**src/rtl/ppu_vram_arb_pkg.sv**
```systemverilog
// Shared constants and ri access FSM state encoding for the PPU VRAM arbiter.
package ppu_vram_arb_pkg;
  localparam int unsigned VRAM_AW = 14;
  localparam int unsigned VRAM_DW = 8;
  localparam int unsigned WAIT_W  = 8;

  typedef enum logic [1:0] {
    RI_IDLE,
    RI_PEND,
    RI_ACCESS,
    RI_DONE
  } ri_state_t;
endpackage

```
**src/rtl/ppu_vram_arb_ri_fsm.sv**
```systemverilog
// Register-interface (0x2007) access sequencer: latches one request, waits for a
// free bus or starvation limit, performs a single VRAM access, then acknowledges.
module ppu_vram_arb_ri_fsm
  import ppu_vram_arb_pkg::*;
#(
  parameter int unsigned STARVE_LIMIT = 15
) (
  input  logic               clk,
  input  logic               rst,
  input  logic               fetch_req,
  input  logic               req,
  input  logic               wr,
  input  logic [VRAM_AW-1:0] addr,
  input  logic [VRAM_DW-1:0] wdata,
  input  logic [VRAM_DW-1:0] rdata_bus,
  output ri_state_t          state,
  output logic               wr_q,
  output logic [VRAM_AW-1:0] addr_q,
  output logic [VRAM_DW-1:0] wdata_q,
  output logic [VRAM_DW-1:0] rdata_q
);

  localparam logic [WAIT_W-1:0] LIMIT_M1 = WAIT_W'(STARVE_LIMIT - 1);

  ri_state_t         state_nxt;
  logic [WAIT_W-1:0] wait_cnt;
  logic [WAIT_W-1:0] wait_nxt;

  // With no fetch contending, IDLE goes straight to ACCESS so an uncontended
  // request completes one cycle after it is seen.
  always_comb begin
    state_nxt = state;
    wait_nxt  = wait_cnt;
    case (state)
      RI_IDLE:   if (req) state_nxt = fetch_req ? RI_PEND : RI_ACCESS;
      RI_PEND: begin
        if (!fetch_req || wait_cnt >= LIMIT_M1) state_nxt = RI_ACCESS;
        else if (wait_cnt != '1)                wait_nxt  = wait_cnt + 1'b1;
      end
      RI_ACCESS: state_nxt = RI_DONE;
      RI_DONE:   state_nxt = RI_IDLE;
      default:   state_nxt = RI_IDLE;
    endcase
    if (state_nxt == RI_ACCESS) wait_nxt = '0;
  end

  always_ff @(posedge clk or posedge rst) begin
    if (rst) begin
      state    <= RI_IDLE;
      wait_cnt <= '0;
      wr_q     <= 1'b0;
      addr_q   <= '0;
      wdata_q  <= '0;
      rdata_q  <= '0;
    end else begin
      state    <= state_nxt;
      wait_cnt <= wait_nxt;
      if (state == RI_IDLE && req) begin
        wr_q    <= wr;
        addr_q  <= addr;
        wdata_q <= wdata;
      end
      if (state == RI_ACCESS && !wr_q) rdata_q <= rdata_bus;
    end
  end

endmodule

```
**src/rtl/ppu_vram_arb.sv**
```systemverilog
// PPU VRAM arbiter: background/sprite fetches and the CPU register port share one bus.
// Optional PPU_VRAM_ARB_STALL_CNT_EN adds a saturating count of contended PEND cycles.
module ppu_vram_arb
  import ppu_vram_arb_pkg::*;
#(
  parameter int unsigned STARVE_LIMIT = 15
) (
  input  logic               clk_in,
  input  logic               rst_in,
  input  logic               bg_req_in,
  input  logic [VRAM_AW-1:0] bg_a_in,
  input  logic               spr_req_in,
  input  logic [VRAM_AW-1:0] spr_a_in,
  input  logic               ri_req_in,
  input  logic               ri_wr_in,
  input  logic [VRAM_AW-1:0] ri_a_in,
  input  logic [VRAM_DW-1:0] ri_d_in,
  input  logic [VRAM_DW-1:0] vram_d_in,
  output logic [VRAM_AW-1:0] vram_a_out,
  output logic [VRAM_DW-1:0] vram_d_out,
  output logic               vram_wr_out,
  output logic               bg_gnt_out,
  output logic               spr_gnt_out,
  output logic               ri_busy_out,
  output logic               ri_ack_out,
  output logic [VRAM_DW-1:0] ri_d_out
`ifdef PPU_VRAM_ARB_STALL_CNT_EN
  ,
  output logic [15:0]        stall_cnt_out
`endif
);

  ri_state_t          ri_state;
  logic               ri_wr_q;
  logic [VRAM_AW-1:0] ri_a_q;
  logic [VRAM_DW-1:0] ri_wd_q;
  logic               ri_own;

  ppu_vram_arb_ri_fsm #(
    .STARVE_LIMIT(STARVE_LIMIT)
  ) u_ri_fsm (
    .clk      (clk_in),
    .rst      (rst_in),
    .fetch_req(bg_req_in | spr_req_in),
    .req      (ri_req_in),
    .wr       (ri_wr_in),
    .addr     (ri_a_in),
    .wdata    (ri_d_in),
    .rdata_bus(vram_d_in),
    .state    (ri_state),
    .wr_q     (ri_wr_q),
    .addr_q   (ri_a_q),
    .wdata_q  (ri_wd_q),
    .rdata_q  (ri_d_out)
  );

  // ACCESS always owns the bus: it is entered either because fetches were idle
  // or because the starvation limit forced it, and the strobe must not collide.
  assign ri_own = (ri_state == RI_ACCESS);

  always_comb begin
    bg_gnt_out  = bg_req_in & ~ri_own;
    spr_gnt_out = spr_req_in & ~bg_req_in & ~ri_own;
    if (ri_own)           vram_a_out = ri_a_q;
    else if (bg_gnt_out)  vram_a_out = bg_a_in;
    else if (spr_gnt_out) vram_a_out = spr_a_in;
    else                  vram_a_out = ri_a_q;
  end

  assign vram_d_out  = ri_wd_q;
  assign vram_wr_out = ri_own & ri_wr_q;
  assign ri_busy_out = (ri_state != RI_IDLE);
  assign ri_ack_out  = (ri_state == RI_DONE);

`ifdef PPU_VRAM_ARB_STALL_CNT_EN
  always_ff @(posedge clk_in or posedge rst_in) begin
    if (rst_in)
      stall_cnt_out <= '0;
    else if (ri_state == RI_PEND && (bg_req_in | spr_req_in) && stall_cnt_out != '1)
      stall_cnt_out <= stall_cnt_out + 16'd1;
  end
`endif

endmodule
```
**config.mk**
```make
export PLATFORM = sky130hd
export DESIGN_NAME = ppu_vram_arb
export DESIGN_NICKNAME = d
export VERILOG_FILES = /design/src/rtl/ppu_vram_arb_pkg.sv /design/src/rtl/ppu_vram_arb_ri_fsm.sv /design/src/rtl/ppu_vram_arb.sv
export SDC_FILE = /design/constraint.sdc
export NUM_CORES = 1
export LEC_CHECK = 0
export BUFFER_PORTS_ARGS = -buffer_cell sky130_fd_sc_hd__buf_2
export CAP_MARGIN = 20
export CORE_MARGIN = 1
export CORE_UTILIZATION = 24
export DETAILED_ROUTE_END_ITERATION = 16
export PLACE_DENSITY = 0.53
export SKIP_LAST_GASP = 1
export SLEW_MARGIN = 25
export SYNTH_ARGS = -nofsm -noshare
export SYNTH_HDL_FRONTEND = slang
export SYNTH_SLANG_ARGS = --single-unit
export TNS_END_PERCENT = 100
```
**constraint.sdc**
```tcl
create_clock -name clk_in -period 1.9 [get_ports clk_in]
set_input_delay 0.38 -clock clk_in [delete_from_list [all_inputs] [get_ports clk_in]]
set_output_delay 0.38 -clock clk_in [all_outputs]
set_load 0.01 [all_outputs]
```
==> results of run 1 <==
-- sequential cells by signal (all words and copies together), names as in the netlist --
register           cells
u_ri_fsm.addr_q       14
u_ri_fsm.rdata_q       8
u_ri_fsm.wait_cnt      8
u_ri_fsm.state         2
u_ri_fsm.wdata_q       8
u_ri_fsm.wr_q          1
-- per-stage QoR --
step / cells / hold WS (ns) / setup WS, ns / instance area, um2 / utilization (%)
4_1_cts: 396 / 0.135 / -0.0351 / 2920 / 35.5
3_3_place_gp: 383 / 0.457 / -0.123 / 2720 / 33.1
3_5_place_dp: 383 / 0.458 / -0.258 / 2720 / 33.1
5_1_grt: 396 / 0.174 / -0.100 / 2970 / 36.2
6_report: 396 / 0.126 / -0.00812 / 2970 / 36.2
2_1_floorplan: 176 / 0.464 / 0.151 / 2030 / -
-- cell type report --
type                       count  area [um2]
clock buffer                   5        68.8
clock inverter                 2        35.0
fill                         844        5250
inverter                       4        15.0
multi-input combinational    123        1050
sequential                    41        1030
tap                          105         131
timing repair buffer         116         647
-- synth_stat cells --
cell	number	area, um2
a211oi_1	1	7.51
a21oi_1	2	10.0
a22oi_1	14	105
a31oi_1	11	68.8
a41oi_1	1	8.76
and2_1	4	25.0
buf_1	1	3.75
buf_2	2	10.0
clkbuf_1	6	22.5
dfrtp_1	41	1030
ha_1	2	25.0
inv_1	4	15.0
mux2_1	1	11.3
mux2_2	30	338
nand2_1	4	15.0
nand2b_1	2	12.5
nand3b_1	1	7.51
nor2_1	7	26.3
nor2_2	1	6.26
nor2b_1	15	93.8
nor3_2	1	10.0
nor4_2	1	12.5
nor4_4	1	21.3
o211a_1	1	10.0
o21ai_0	11	55.1
o21ai_1	4	20.0
o21bai_1	1	7.51
o22ai_1	1	6.26
o32ai_2	1	16.3
or2_1	1	6.26
or4_4	1	11.3
xnor2_1	2	17.5
-- timing repair --
action / CTS / global route
resized for setup: 23 / 11
setup buffers: 4 / 0
endpoints found under the setup margin: 16 / 14
gates cloned: 2 / 0
pin swaps: 1 / 3
-- routing by layer --
metal	global-route usage, %	up-vias	routed length (um)
met3	4.21	4	453
met2	21.1	71	2470
met1	15.1	819	2350
li1	-	874	-
met4	2.31	0	37
met5	0	-	0
-- worst max-delay path by stage --
stage                 startpoint             end  cells after the start
2_1_floorplan          bg_req_in  vram_a_out[10]                      5
3_3_place_gp   u_ri_fsm.state[0]   vram_a_out[3]                      4
3_5_place_dp   u_ri_fsm.state[0]   vram_a_out[7]                      4
4_1_cts        u_ri_fsm.state[0]  vram_a_out[13]                      8
5_1_grt        u_ri_fsm.state[0]  vram_a_out[13]                      8
6_report       u_ri_fsm.state[0]  vram_a_out[13]                      8
-- cells by family (layout without fill, tap and decap cells) --
logic type / Yosys count / after routing
adders and majority gates: 2 / 2
xor gates and xnor gates: 2 / 2
muxes: 31 / 31
buffers and inverters: 13 / 127
AOI/OAI and AO/OA: 48 / 48
and+or+nand+nor: 39 / 40
DFF: 41 / 41
-- power breakdown --
group | switching [W] | internal (W)
clock | 0.000296 | 0.000382
combinational | 0.000934 | 0.00110
sequential | 0.000252 | 0.00127
-- worst max-delay path: stages (launching register included) --
cell and delay, ns:
dfrtp_1 0.40, buf_6 0.12, nand2b_4 0.15, buf_6 0.13, o21ai_2 0.05, buf_6 0.12, nand2_1 0.04, o21ai_1 0.07
buf_2 0.15
==> summary.txt, run 1 <==
Run status
  • Status: complete, but fails checks
  • Failing checks: negative setup slack

Layout
  • Number of diodes: 0
  • Layout area overhead: 46.2%
  • Commonest non-fill, non-tap cell in the layout: buf_2
  • Commonest non-fill, non-tap cells in the layout: buf_2 (99), dfrtp_1 (41), mux2_2 (30), nor2b_1 (14)
  • Share of cells above drive strength 1: 61.5%
  • Nets: 357

Timing
  • Least-Margin Pin Slew: 0.534 ns
  • Final Setup Violations: 2
  • Post-route setup TNS: -0.0143 ns
  • Endpoints failing hold: 0
  • Period utilization: 100%
  • Normalized max-slew margin: 64.4%
  • Fmax achieved: 524 MHz
  • Layout Skew: 0.00624 ns
  • Fin crit period: 1.91 ns
  • Final Max Slew Viols: 0
  • RSZ-0062 raised after global routing: yes
  • Final setup margin: -0.00812 ns

Clock network
  • Sink Count: 41
  • Clock Path Buffers: 2
  • CTS clk-pin slew, worst paths: 0.08 ns
  • H-tree depth reported by CTS: 2
  • Root Buffer: clkbuf_8
  • TritonCTS buffer count: 5
  • CTS Hold Bufs: 0
  • Clock Latency Late Sink: 0.29 ns
  • CTS tree: done

GRT
  • Initial antenna violation count: 0
  • Overflow after GRT: 0
  • Vias in the first global route: 1762
  • Largest net degree at the start of global routing: 26
  • Total track usage: 12.4%
  • First-pass GRT wire length: 8.52 mm

Setup path
  • Worst R2R Path Depth: 4
  • Crit Path Class: reg2out
  • Reg2Reg Capture Point: u_ri_fsm.wait_cnt[1]
  • R2r setup slk: 0.16 ns
  • Crit path DAT: 1.53 ns
  • Startpoint types: register
  • Critical Path End Type: output pin
  • Required @ worst endpoint: 1.52 ns
  • Worst reg2reg path startpoint: u_ri_fsm.wait_cnt[7]
  • Crit-path max FO: 5

Synthesis
  • Post-synth cell types: 32
  • Post-Syn Nets: 242
  • Yosys warnings: 0
  • Synthesized flop and latch total: 41
  • Largest family of logic cells by synthesized area: multiplexers
  • Post-synthesis compound-gate area fraction: 15.5%
  • Xor and xnor area share after synthesis: 0.862%
  • Syn Area/Cell: 11.5 um2
  • Seq/Total Area, Yosys: 50.5%
  • Mux share of post-synthesis cell area: 17.2%
  • Simple-gate share of the synthesized area: 12.2%
  • Post-Synthesis Cell Area: 2030 um2
  • Adder-Cell Fraction of Synth Area: 1.23%
  • Post-synthesis cell count: 176

Floorplan
  • Die height: 94.0 um
  • Die ar.: 8840 um2
  • Initial Util: 24.7%
  • Core Box Area: 8220 um2
  • Num rows: 33
  • Ports: 99
  • Die width: 94.0 um

Power and ir drop
  • VDD IR max: 0.000514 V
  • LEAKAGE: 1.40 nW
  • Tot Pwr: 0.00424 W
  • Power density cells: 1430 nW/um2

Drt
  • Via count: 1768
  • WL/cell: 13.4 um
  • Total detailed-routing wirelength: 5.31 mm
  • Residual DRC count: 0
  • Initial DRT Pass Iterations: 4
  • Vias per cell: 4.46
  • DRT iter0 DRCs: 61
  • DRT antenna net count: 0

Job
  • # Max-Cap Violations: 0

Worst hold path
  • Min-delay worst type: in2async

Placed design
  • GPL Wtd Cong: 0.752
  • Post-DP HPWL: 3.90 mm
  • IO buf count: 98
(Power assumes the default switching activity.)
==> run 2, diff against run 1 <==
--- a/config.mk
+++ b/config.mk
@@ -7,10 +7,12 @@
 export LEC_CHECK = 0
 export BUFFER_PORTS_ARGS = -buffer_cell sky130_fd_sc_hd__buf_2
 export CAP_MARGIN = 20
+export CELL_PAD_IN_SITES_DETAIL_PLACEMENT = 1
+export CELL_PAD_IN_SITES_GLOBAL_PLACEMENT = 2
 export CORE_MARGIN = 1
 export CORE_UTILIZATION = 24
 export DETAILED_ROUTE_END_ITERATION = 16
-export PLACE_DENSITY = 0.53
+export PLACE_DENSITY = 0.77
 export SKIP_LAST_GASP = 1
 export SLEW_MARGIN = 25
 export SYNTH_ARGS = -nofsm -noshare
==> summary.txt, run 2 (same netlist as run 1, synthesis figures left out) <==
GRT
  • First-pass GRT wire length: 9.33 mm (+9.5%)
  • Vias in the first global route: 1890 (+7.3%)
  • Total track usage: 13.9% (+1.6 points)
  • Met3 Usage GRT: 2.83% (-1.4 points)
  • Met1 Use GR: 16.8% (+1.7 points)
  • Met2 Usage GRT: 24.9% (+3.8 points)
  • Largest net degree at the start of global routing: 23 (-12%)
  • Overflow after GRT: 0 (unchanged)
  • Global route hottest layer: met2
  • Initial antenna violation count: 0 (unchanged)

Setup path
  • Crit-path max FO: 6 (+1)
  • Critical Path End Type: output pin
  • Worst Setup SP: u_ri_fsm.state[0]
  • Startpoint types: register
  • R2r setup slk: 0.13 ns (-0.03 ns)
  • Crit Path Class: reg2out
  • Required @ worst endpoint: 1.52 ns (about the same)
  • Crit path DAT: 1.53 ns (about the same)
  • Worst reg2reg path startpoint: u_ri_fsm.state[0]

Floorplan
  • Num rows: 33 (unchanged)
  • Initial Util: 24.7% (unchanged)
  • Core Box Area: 8220 um2 (unchanged)
  • Die ar.: 8840 um2 (unchanged)
  • Ports: 99 (unchanged)
  • Die width: 94.0 um (unchanged)
  • Die height: 94.0 um (unchanged)

Layout
  • Commonest non-fill, non-tap cells in the layout: buf_2 (98), dfrtp_1 (41), mux2_2 (30), nor2b_1 (14), buf_4 (12)
  • Max reg flops: 14 (unchanged)
  • Layout area overhead: 49.1%
  • Fillcell total: 939 (+11%)
  • Largest Register: u_ri_fsm.addr_q
  • Number of diodes: 0 (unchanged)
  • Share of cells above drive strength 1: 61.0% (-0.48 points)
  • Nets: 356 (-0.28%)
  • Commonest non-fill, non-tap cell in the layout: buf_2

Clock network
  • H-tree depth reported by CTS: 2 (unchanged)
  • Clock Latency Late Sink: 0.29 ns (about the same)
  • Root Buffer: clkbuf_8
  • Clock Path Buffers: 2 (unchanged)
  • CTS clk-pin slew, worst paths: 0.08 ns (about the same)
  • TritonCTS buffer count: 5 (unchanged)
  • CTS Hold Bufs: 0 (unchanged)
  • CTS tree: done
  • Sink Count: 41 (unchanged)

Timing
  • Layout Skew: 0.00838 ns (+0.00214 ns)
  • Least-Margin Pin Slew: 0.486 ns (-0.0477 ns)
  • Hold_ws: 0.101 ns (-0.0250 ns)
  • Endpoints failing hold: 0 (unchanged)
  • Fin crit period: 1.91 ns (+0.00257 ns)
  • RSZ-0062 raised after global routing: yes
  • Final Setup Violations: 4 (+2)
  • Final Max Slew Viols: 0 (unchanged)
  • Fmax achieved: 523 MHz (-0.13%)
  • Normalized max-slew margin: 67.5% (+3.2 points)
  • Period utilization: 101% (+0.14 points)
  • Final setup margin: -0.0107 ns (-0.00257 ns)

Drt
  • Vias per cell: 4.66 (+4.4%)
  • Via count: 1842 (+4.2%)
  • Residual DRC count: 0 (unchanged)
  • Initial DRT Pass Iterations: 4 (unchanged)
  • DRT antenna net count: 0 (unchanged)
  • Total detailed-routing wirelength: 5.89 mm (+11%)
  • WL/cell: 14.9 um (+11%)
  • DRT iter0 DRCs: 41 (-33%)

Power and ir drop
  • LEAKAGE: 1.40 nW (-0.17%)
  • Tot Pwr: 0.00427 W (+0.70%)
  • VDD IR max: 0.000529 V (+2.8%)
  • Power density cells: 1410 nW/um2 (-1.3%)

Run status
  • Failing checks: negative setup slack
  • Status: complete, but fails checks

Worst hold path
  • Min-delay worst type: in2async

Placed design
  • IO buf count: 98 (unchanged)
  • Worst slack at placement: -0.225 ns (+0.0335 ns)
  • Post-DP HPWL: 4.36 mm (+12%)
  • GPL Wtd Cong: 0.719 (-4.4%)

Job
  • # Max-Cap Violations: 0 (unchanged)
## run 2: cell types whose count changed in the layout (fill, tap and decap cells not counted), sizes merged
cell / change
clkinv: -1
buf: -1
bufinv: -1
clkinvlp: +1
clkbuf: +1
## run 2: path summary, 6_finish.rpt
check,endpoint,depth (start not counted)
max,vram_a_out[9],6
min,u_ri_fsm.rdata_q[4],2
max reg2reg,u_ri_fsm.wdata_q[2],6
min reg2reg,u_ri_fsm.wdata_q[1],1
min in group clk_in,u_ri_fsm.addr_q[12],2
max in group asynchronous,u_ri_fsm.wait_cnt[7],3
## run 2: final cells by class
| class | count | area, um2 | share of cell area [%] |
|---|---|---|---|
| Multi-Input combinational cell | 123 | 1110 | 36.6 |
| Sequential cell | 41 | 1030 | 33.9 |
| Timing Repair Buffer | 115 | 658 | 21.7 |
| Tap cell | 105 | 131 | 4.34 |
| Clock buffer | 6 | 82.6 | 2.73 |
| Inverter | 4 | 15.0 | 0.496 |
| Clock inverter | 1 | 7.51 | 0.248 |
## run 2: what timing repair did
| item | in CTS | in global routing |
|---|---|---|
| cloned | 1 | 0 |
| pin swaps | 4 | 3 |
| resized for setup | 28 | 6 |
| setup buffers | 4 | 0 |
| endpoints found under the setup margin | 16 | 14 |
## run 2: critical path, cell delays in order (launching register included)
cell	delay, ns
dfrtp_1	0.40
buf_6	0.12
nand2b_4	0.16
and2_4	0.19
a22oi_2	0.14
o21ai_1	0.08
buf_2	0.14
## run 2: per-stage QoR
stage / cells / util (%) / instance area (um2) / setup TNS, ns
after floorplan: 176 / - / 2030 / 0
after global placement: 383 / 33.2 / 2730 / -1.56
after detailed placement: 383 / 33.2 / 2730 / -2.95
after CTS: 395 / 36.4 / 2990 / -0.00112
after global routing: 395 / 36.9 / 3030 / -1.23
final: 395 / 36.9 / 3030 / -0.0335
## run 2: power breakdown
part	switching [W]	internal, W
sequential	0.000267	0.00127
clock	0.000299	0.000287
combinational	0.000995	0.00115
total	0.00156	0.00270
## run 2: metal layers
layer / part of all wire (%) / vias up
met5: 0 / -
met4: 0.78 / 0
met3: 5.1 / 5
met2: 52 / 63
met1: 42 / 906
li1: - / 868
